===== src/rtl/pool_pkg.sv =====
// Shared FSM encoding and derived widths for global_avg_pool.
package pool_pkg;

  typedef enum logic {
    ST_ACC  = 1'b0,
    ST_HOLD = 1'b1
  } state_t;

  // 16 pixels per beat -> 4 extra sum bits per beat
  localparam int LANE_LOG2 = 4;

  function automatic int shift_w(input int beats_log2);
    return LANE_LOG2 + beats_log2;
  endfunction

  function automatic int acc_w(input int bw_per_act, input int beats_log2);
    return bw_per_act + LANE_LOG2 + beats_log2;
  endfunction

endpackage


===== src/rtl/global_avg_pool_beat_reduce.sv =====
// Combinational signed sum and signed maximum of the pixels of one input beat.
module beat_reduce #(
  parameter int NPIX  = 16,
  parameter int BW    = 12,
  parameter int SUM_W = BW + 4
) (
  input  logic [NPIX*BW-1:0]       data,
  output logic signed [SUM_W-1:0]  beat_sum,
  output logic signed [BW-1:0]     beat_max
);

  logic signed [BW-1:0] px;

  always_comb begin
    px       = '0;
    beat_sum = '0;
    beat_max = data[NPIX*BW-1 -: BW];
    for (int i = 0; i < NPIX; i++) begin
      px       = data[i*BW +: BW];
      beat_sum = beat_sum + {{(SUM_W-BW){px[BW-1]}}, px};
      if (px > beat_max) beat_max = px;
    end
  end

endmodule


===== src/rtl/global_avg_pool.sv =====
// Per-channel global average / max pooling over a window of beats, one result per channel.
//   state   | meaning
//   ST_ACC  | accepting beats, accumulating sum or running max
//   ST_HOLD | result presented on out_data, waiting for out_ready
module global_avg_pool
  import pool_pkg::*;
#(
  parameter int CH_NUM       = 4,
  parameter int ACT_PER_ADDR = 4,
  parameter int BW_PER_ACT   = 12,
  parameter int BEATS_LOG2   = 2
) (
  input  logic                                  clk,
  input  logic                                  srst_n,
  input  logic                                  in_valid,
  output logic                                  in_ready,
  input  logic [4*ACT_PER_ADDR*BW_PER_ACT-1:0]  in_data,
  input  logic                                  pool_mode,
  output logic                                  out_valid,
  input  logic                                  out_ready,
  output logic [ACT_PER_ADDR*BW_PER_ACT-1:0]    out_data,
  output logic [$clog2(CH_NUM)-1:0]             out_ch,
  output logic                                  frame_done
);

  localparam int NPIX  = 4 * ACT_PER_ADDR;
  localparam int BW    = BW_PER_ACT;
  localparam int S     = shift_w(BEATS_LOG2);
  localparam int ACC_W = acc_w(BW_PER_ACT, BEATS_LOG2);
  localparam int SUM_W = BW + LANE_LOG2;
  localparam int OUT_W = ACT_PER_ADDR * BW;
  localparam int CH_W  = $clog2(CH_NUM);
  localparam logic signed [ACC_W-1:0] ROUND = ACC_W'(1 << (S - 1));

  state_t                  state;
  logic [BEATS_LOG2-1:0]   beat_cnt;
  logic                    mode_q;
  logic signed [ACC_W-1:0] acc;

  logic signed [SUM_W-1:0] beat_sum;
  logic signed [BW-1:0]    beat_max;
  logic signed [ACC_W-1:0] sum_ext, max_ext, acc_next, rounded;
  logic [BW-1:0]           result;
  logic                    first_beat, last_beat, mode_eff, in_fire, out_fire, last_ch;

  beat_reduce #(
    .NPIX  (NPIX),
    .BW    (BW),
    .SUM_W (SUM_W)
  ) u_beat_reduce (
    .data     (in_data),
    .beat_sum (beat_sum),
    .beat_max (beat_max)
  );

  assign in_ready   = (state == ST_ACC);
  assign out_valid  = (state == ST_HOLD);
  assign in_fire    = in_valid && in_ready;
  assign out_fire   = out_valid && out_ready;
  assign first_beat = (beat_cnt == '0);
  assign last_beat  = &beat_cnt;
  assign last_ch    = (out_ch == CH_W'(CH_NUM - 1));
  assign frame_done = out_fire && last_ch;
  // Mode is taken live on the first beat, then frozen for the rest of the channel
  assign mode_eff   = first_beat ? pool_mode : mode_q;

  assign sum_ext = {{(ACC_W-SUM_W){beat_sum[SUM_W-1]}}, beat_sum};
  assign max_ext = {{(ACC_W-BW){beat_max[BW-1]}}, beat_max};

  always_comb begin
    acc_next = acc;
    if (mode_eff) acc_next = (first_beat || (max_ext > acc)) ? max_ext : acc;
    else          acc_next = first_beat ? sum_ext : (acc + sum_ext);
  end

  // Round half toward +inf; the shifted value always fits in BW bits
  assign rounded = acc_next + ROUND;
  assign result  = mode_eff ? acc_next[BW-1:0] : BW'(rounded >>> S);

  always_ff @(posedge clk) begin
    if (!srst_n) begin
      state    <= ST_ACC;
      beat_cnt <= '0;
      mode_q   <= 1'b0;
      acc      <= '0;
      out_data <= '0;
      out_ch   <= '0;
    end else begin
      case (state)
        ST_ACC: begin
          if (in_fire) begin
            beat_cnt <= beat_cnt + BEATS_LOG2'(1);
            acc      <= acc_next;
            if (first_beat) mode_q <= pool_mode;
            if (last_beat) begin
              out_data <= {result, {(OUT_W-BW){1'b0}}};
              state    <= ST_HOLD;
            end
          end
        end
        ST_HOLD: begin
          if (out_ready) begin
            state  <= ST_ACC;
            out_ch <= last_ch ? '0 : out_ch + CH_W'(1);
          end
        end
        default: state <= ST_ACC;
      endcase
    end
  end

endmodule

===== config.mk =====
export PLATFORM = sky130hd
export DESIGN_NAME = global_avg_pool
export DESIGN_NICKNAME = d
export VERILOG_FILES = /design/src/rtl/pool_pkg.sv /design/src/rtl/global_avg_pool_beat_reduce.sv /design/src/rtl/global_avg_pool.sv
export SDC_FILE = /design/constraint.sdc
export NUM_CORES = 1
export LEC_CHECK = 0
export CAP_MARGIN = 0
export CORE_ASPECT_RATIO = 1.2
export CORE_MARGIN = 1.5
export CORE_UTILIZATION = 48
export CTS_BUF_LIST = sky130_fd_sc_hd__clkbuf_4 sky130_fd_sc_hd__clkbuf_8
export DETAILED_ROUTE_END_ITERATION = 8
export PLACE_DENSITY = 0.71
export SLEW_MARGIN = 20
export SYNTH_ARGS = -nofsm -noshare
export SYNTH_HDL_FRONTEND = slang
export SYNTH_SLANG_ARGS = --single-unit

===== constraint.sdc =====
create_clock -name clk -period 66.7 [get_ports clk]
set_input_delay 13.34 -clock clk [delete_from_list [all_inputs] [get_ports clk]]
set_output_delay 13.34 -clock clk [all_outputs]
set_load 0.05 [all_outputs]

==> impl_metrics.json <==
{
  "cts_made_buffers": 5,
  "critical_path.max_fanout": 22,
  "syn_avg_cell_area_um2": 7.886,
  "floorplan.core_area_um2": 35940,
  "floorplan.initialDensity": 0.4868,
  "hold_class": "reg -> reg",
  "die_area_um2": 37610,
  "cts.reportedPaths.clkPinSlew_ns": 0.07,
  "crit_type": "in -> reg",
  "synth_edf_count": 0,
  "tightest_pin_transition_ns": 1.088,
  "min-delay-start": "out_data[42]",
  "clock_tree_from_tritoncts": "yes",
  "ys_async_sr_fraction": 0,
  "io_buffer_count": 213,
  "drt_first_iter_violations": 1154,
  "min_period_over_period": 0.8723,
  "slowest_stage": "nor2_1",
  "critPathMostFrequentCell": "a21oi_1",
  "report.final.setup_viol": 0,
  "cts-root-buf": "clkbuf_8",
  "postRouteAntennaNets": 0,
  "worstSetupEndpointType": "register",
  "syn_area_um2": 17500,
  "syn_inst": 2219,
  "ctsHoldBuffers": 0,
  "yosys.area.top_type_share": 0.1888,
  "die-width_um": 177.3,
  "synthToLayoutAreaGrowth_pct": 14.10,
  "rsz0062_at_grt": "no",
  "cp_slowest_stage_delay_ns": 0.85,
  "postCtsResizedCells": 0,
  "hold_path_sink": "out_data[42]",
  "number_of_warnings_issued_by_yosys": 0,
  "clk_path_buf_depth": 2,
  "post_dr_vias_cell": 5.826,
  "grt_overflow": 0,
  "required_ns": 66.90,
  "layout_commonest_cell": "inv_1",
  "layout-drive-gt1-share": 0.05720,
  "r2r_slack_ns": 61.44,
  "worst-endpoint-arrival_ns": 58.38,
  "groute.usage.overall": 0.3137,
  "critical_path.reg2reg.startpoint": "acc[0]",
  "cap_violations": 0,
  "hold-worst-slack_ns": 0.4721,
  "detailed_place_hpwl_mm": 51.63,
  "antenna_violations_before_repair": 1,
  "most-common-layout-cells": "395 x inv_1, 235 x ha_1, 213 x clkdlybuf4s50_1",
  "yosysSeqAreaShare": 0.04119,
  "max_clock_freq_mhz": 17.19,
  "critical_path.reg2reg.endpoint": "out_data[47]",
  "antenna_cells": 0,
  "synth_top_flop_cell": "dfxtp_1",
  "worst_clock_skew_ns": 0.004147,
  "clock_sink_count": 36,
  "gp_congestion": 0.9842,
  "unique_masters_post_synth": 117,
  "fin_tns_setup_ns": 0,
  "grt_start_max_net_pins": 40,
  "cts_max_level": 2,
  "post-cts-setup-buffer-count": 0,
  "synth.area.top_cells": "fa_1 19%, ha_1 17%, inv_1 8.5%",
  "finalHoldViolCount": 0,
  "drt_pass1_iterations": 5,
  "dr_total_vias": 16680,
  "grt_pass1_vias": 16990,
  "slew-limit-headroom": 0.2693,
  "route.detailed.wl_per_inst_um": 20.66,
  "setup.worst_path.start_class": "input port",
  "status": "completed",
  "worst_skew_pair.late_latency_ns": 0.31,
  "rows": 76,
  "die_h_um": 212.2,
  "io-pin-count": 250,
  "worst_hold_path.num_cells": 2,
  "yosys_register_bits": 36,
  "reg2reg_depth": 23,
  "final_period_minus_worst_setup_slack_ns": 58.18,
  "final_nets": 2991,
  "drv_slew": 0,
  "drt_wl_total_mm": 59.15,
  "drc": 0,
  "yosysTopAreaCell": "fa_1",
  "grt_first_pass_wirelength_mm": 91.91
}
[critical path, delay by kind of cell]
kind | cells | cell delay [ns]
AO/OA/AOI/OAI | 77 | 16.82
XOR/XNOR | 1 | 0.11
adder cells (fa/ha/maj) | 19 | 6.12
buffers and inverters | 21 | 3.19
multiplexers | 9 | 3.13
AND/OR/NAND/NOR | 73 | 15.68
[cells by family after synthesis]
logic type                 share of synthesized area
buffers and inverters                         0.1176
other                                      0.0002143
xor gates and xnor gates                     0.03447
and+or+nand+nor                               0.1631
AOI/OAI and AO/OA                             0.2117
DFF                                          0.04119
adders and majority gates                     0.3586
muxes                                        0.07322
[routing by layer]
| metal | up-vias | routed length (um) | global-route usage |
|---|---|---|---|
| li1 | 7939 | - | - |
| met1 | 7952 | 23460 | 0.3718 |
| met2 | 651 | 29730 | 0.5768 |
| met3 | 137 | 3334 | 0.02593 |
| met4 | 2 | 2606 | 0.1313 |
| met5 | - | 11 | 0 |
[registers in the layout, indices dropped and copies added, names as in the netlist]
| register | flops |
|---|---|
| acc | 18 |
| beat_cnt | 2 |
| mode_q | 1 |
| out_ch | 2 |
| out_data | 12 |
| out_valid | 1 |
[final cells by class]
cell class | instances | area [um^2]
inverter | 395 | 1483
clock inverter | 2 | 35.03
clock buffer | 6 | 76.32
tap | 468 | 585.6
sequential | 36 | 720.7
timing repair buffer | 222 | 2200
multi-input combinational | 1734 | 14870
fill | 3433 | 15980
[cells in the mapped netlist (6+ instances only)]
| cell | instances |
|---|---|
| xnor2_1 | 50 |
| mux2_2 | 60 |
| mux2i_1 | 51 |
| o21ai_1 | 10 |
| o21bai_1 | 24 |
| o21a_1 | 29 |
| buf_4 | 41 |
| and3_1 | 18 |
| nor4_1 | 9 |
| a2111oi_0 | 7 |
| nor2_1 | 128 |
| fa_1 | 165 |
| o211ai_1 | 23 |
| nor2b_1 | 43 |
| a211oi_1 | 19 |
| a21boi_0 | 8 |
| a21o_1 | 29 |
| o31ai_1 | 16 |
| or3_1 | 8 |
| nand3_1 | 44 |
| o2111ai_1 | 6 |
| a21oi_1 | 146 |
| and2_1 | 18 |
| a221o_1 | 8 |
| o21ai_0 | 107 |
| o211a_1 | 9 |
| xor2_1 | 17 |
| ha_1 | 235 |
| nand2_1 | 159 |
| dfxtp_1 | 36 |
| or2_2 | 6 |
| nand2b_1 | 20 |
| nand4_1 | 27 |
| a31oi_1 | 18 |
| nor3_1 | 26 |
| a311oi_1 | 6 |
| buf_2 | 10 |
| buf_6 | 7 |
| inv_1 | 395 |
| clkbuf_1 | 23 |
| and4_1 | 12 |
[through the flow]
stage | cells | worst slack (ns) | cell area (um^2) | util
after floorplan | 2254 | 14.79 | 17630 | -
after global routing | 2863 | 5.057 | 19970 | 0.5555
after global placement | 2855 | 9.734 | 19840 | 0.5520
after detailed placement | 2855 | 8.802 | 19840 | 0.5520
after CTS | 2863 | 8.964 | 19950 | 0.5551
final | 2863 | 8.515 | 19970 | 0.5555
[how the worst max path moves through the flow]
stage	end	cells after the start	start	slack, ns
2_1_floorplan	out_data[47]	210	in_data[191]	14.79
3_3_place_gp	out_data[47]	196	in_data[191]	9.73
3_5_place_dp	out_data[47]	202	in_data[191]	8.80
4_1_cts	out_data[47]	202	in_data[191]	8.96
5_1_grt	out_data[47]	200	in_data[191]	5.06
6_report	out_data[47]	200	in_data[191]	8.52
Power is not shown: default switching activity piles up to over one toggle a cycle in this logic, so the estimate is an artifact.
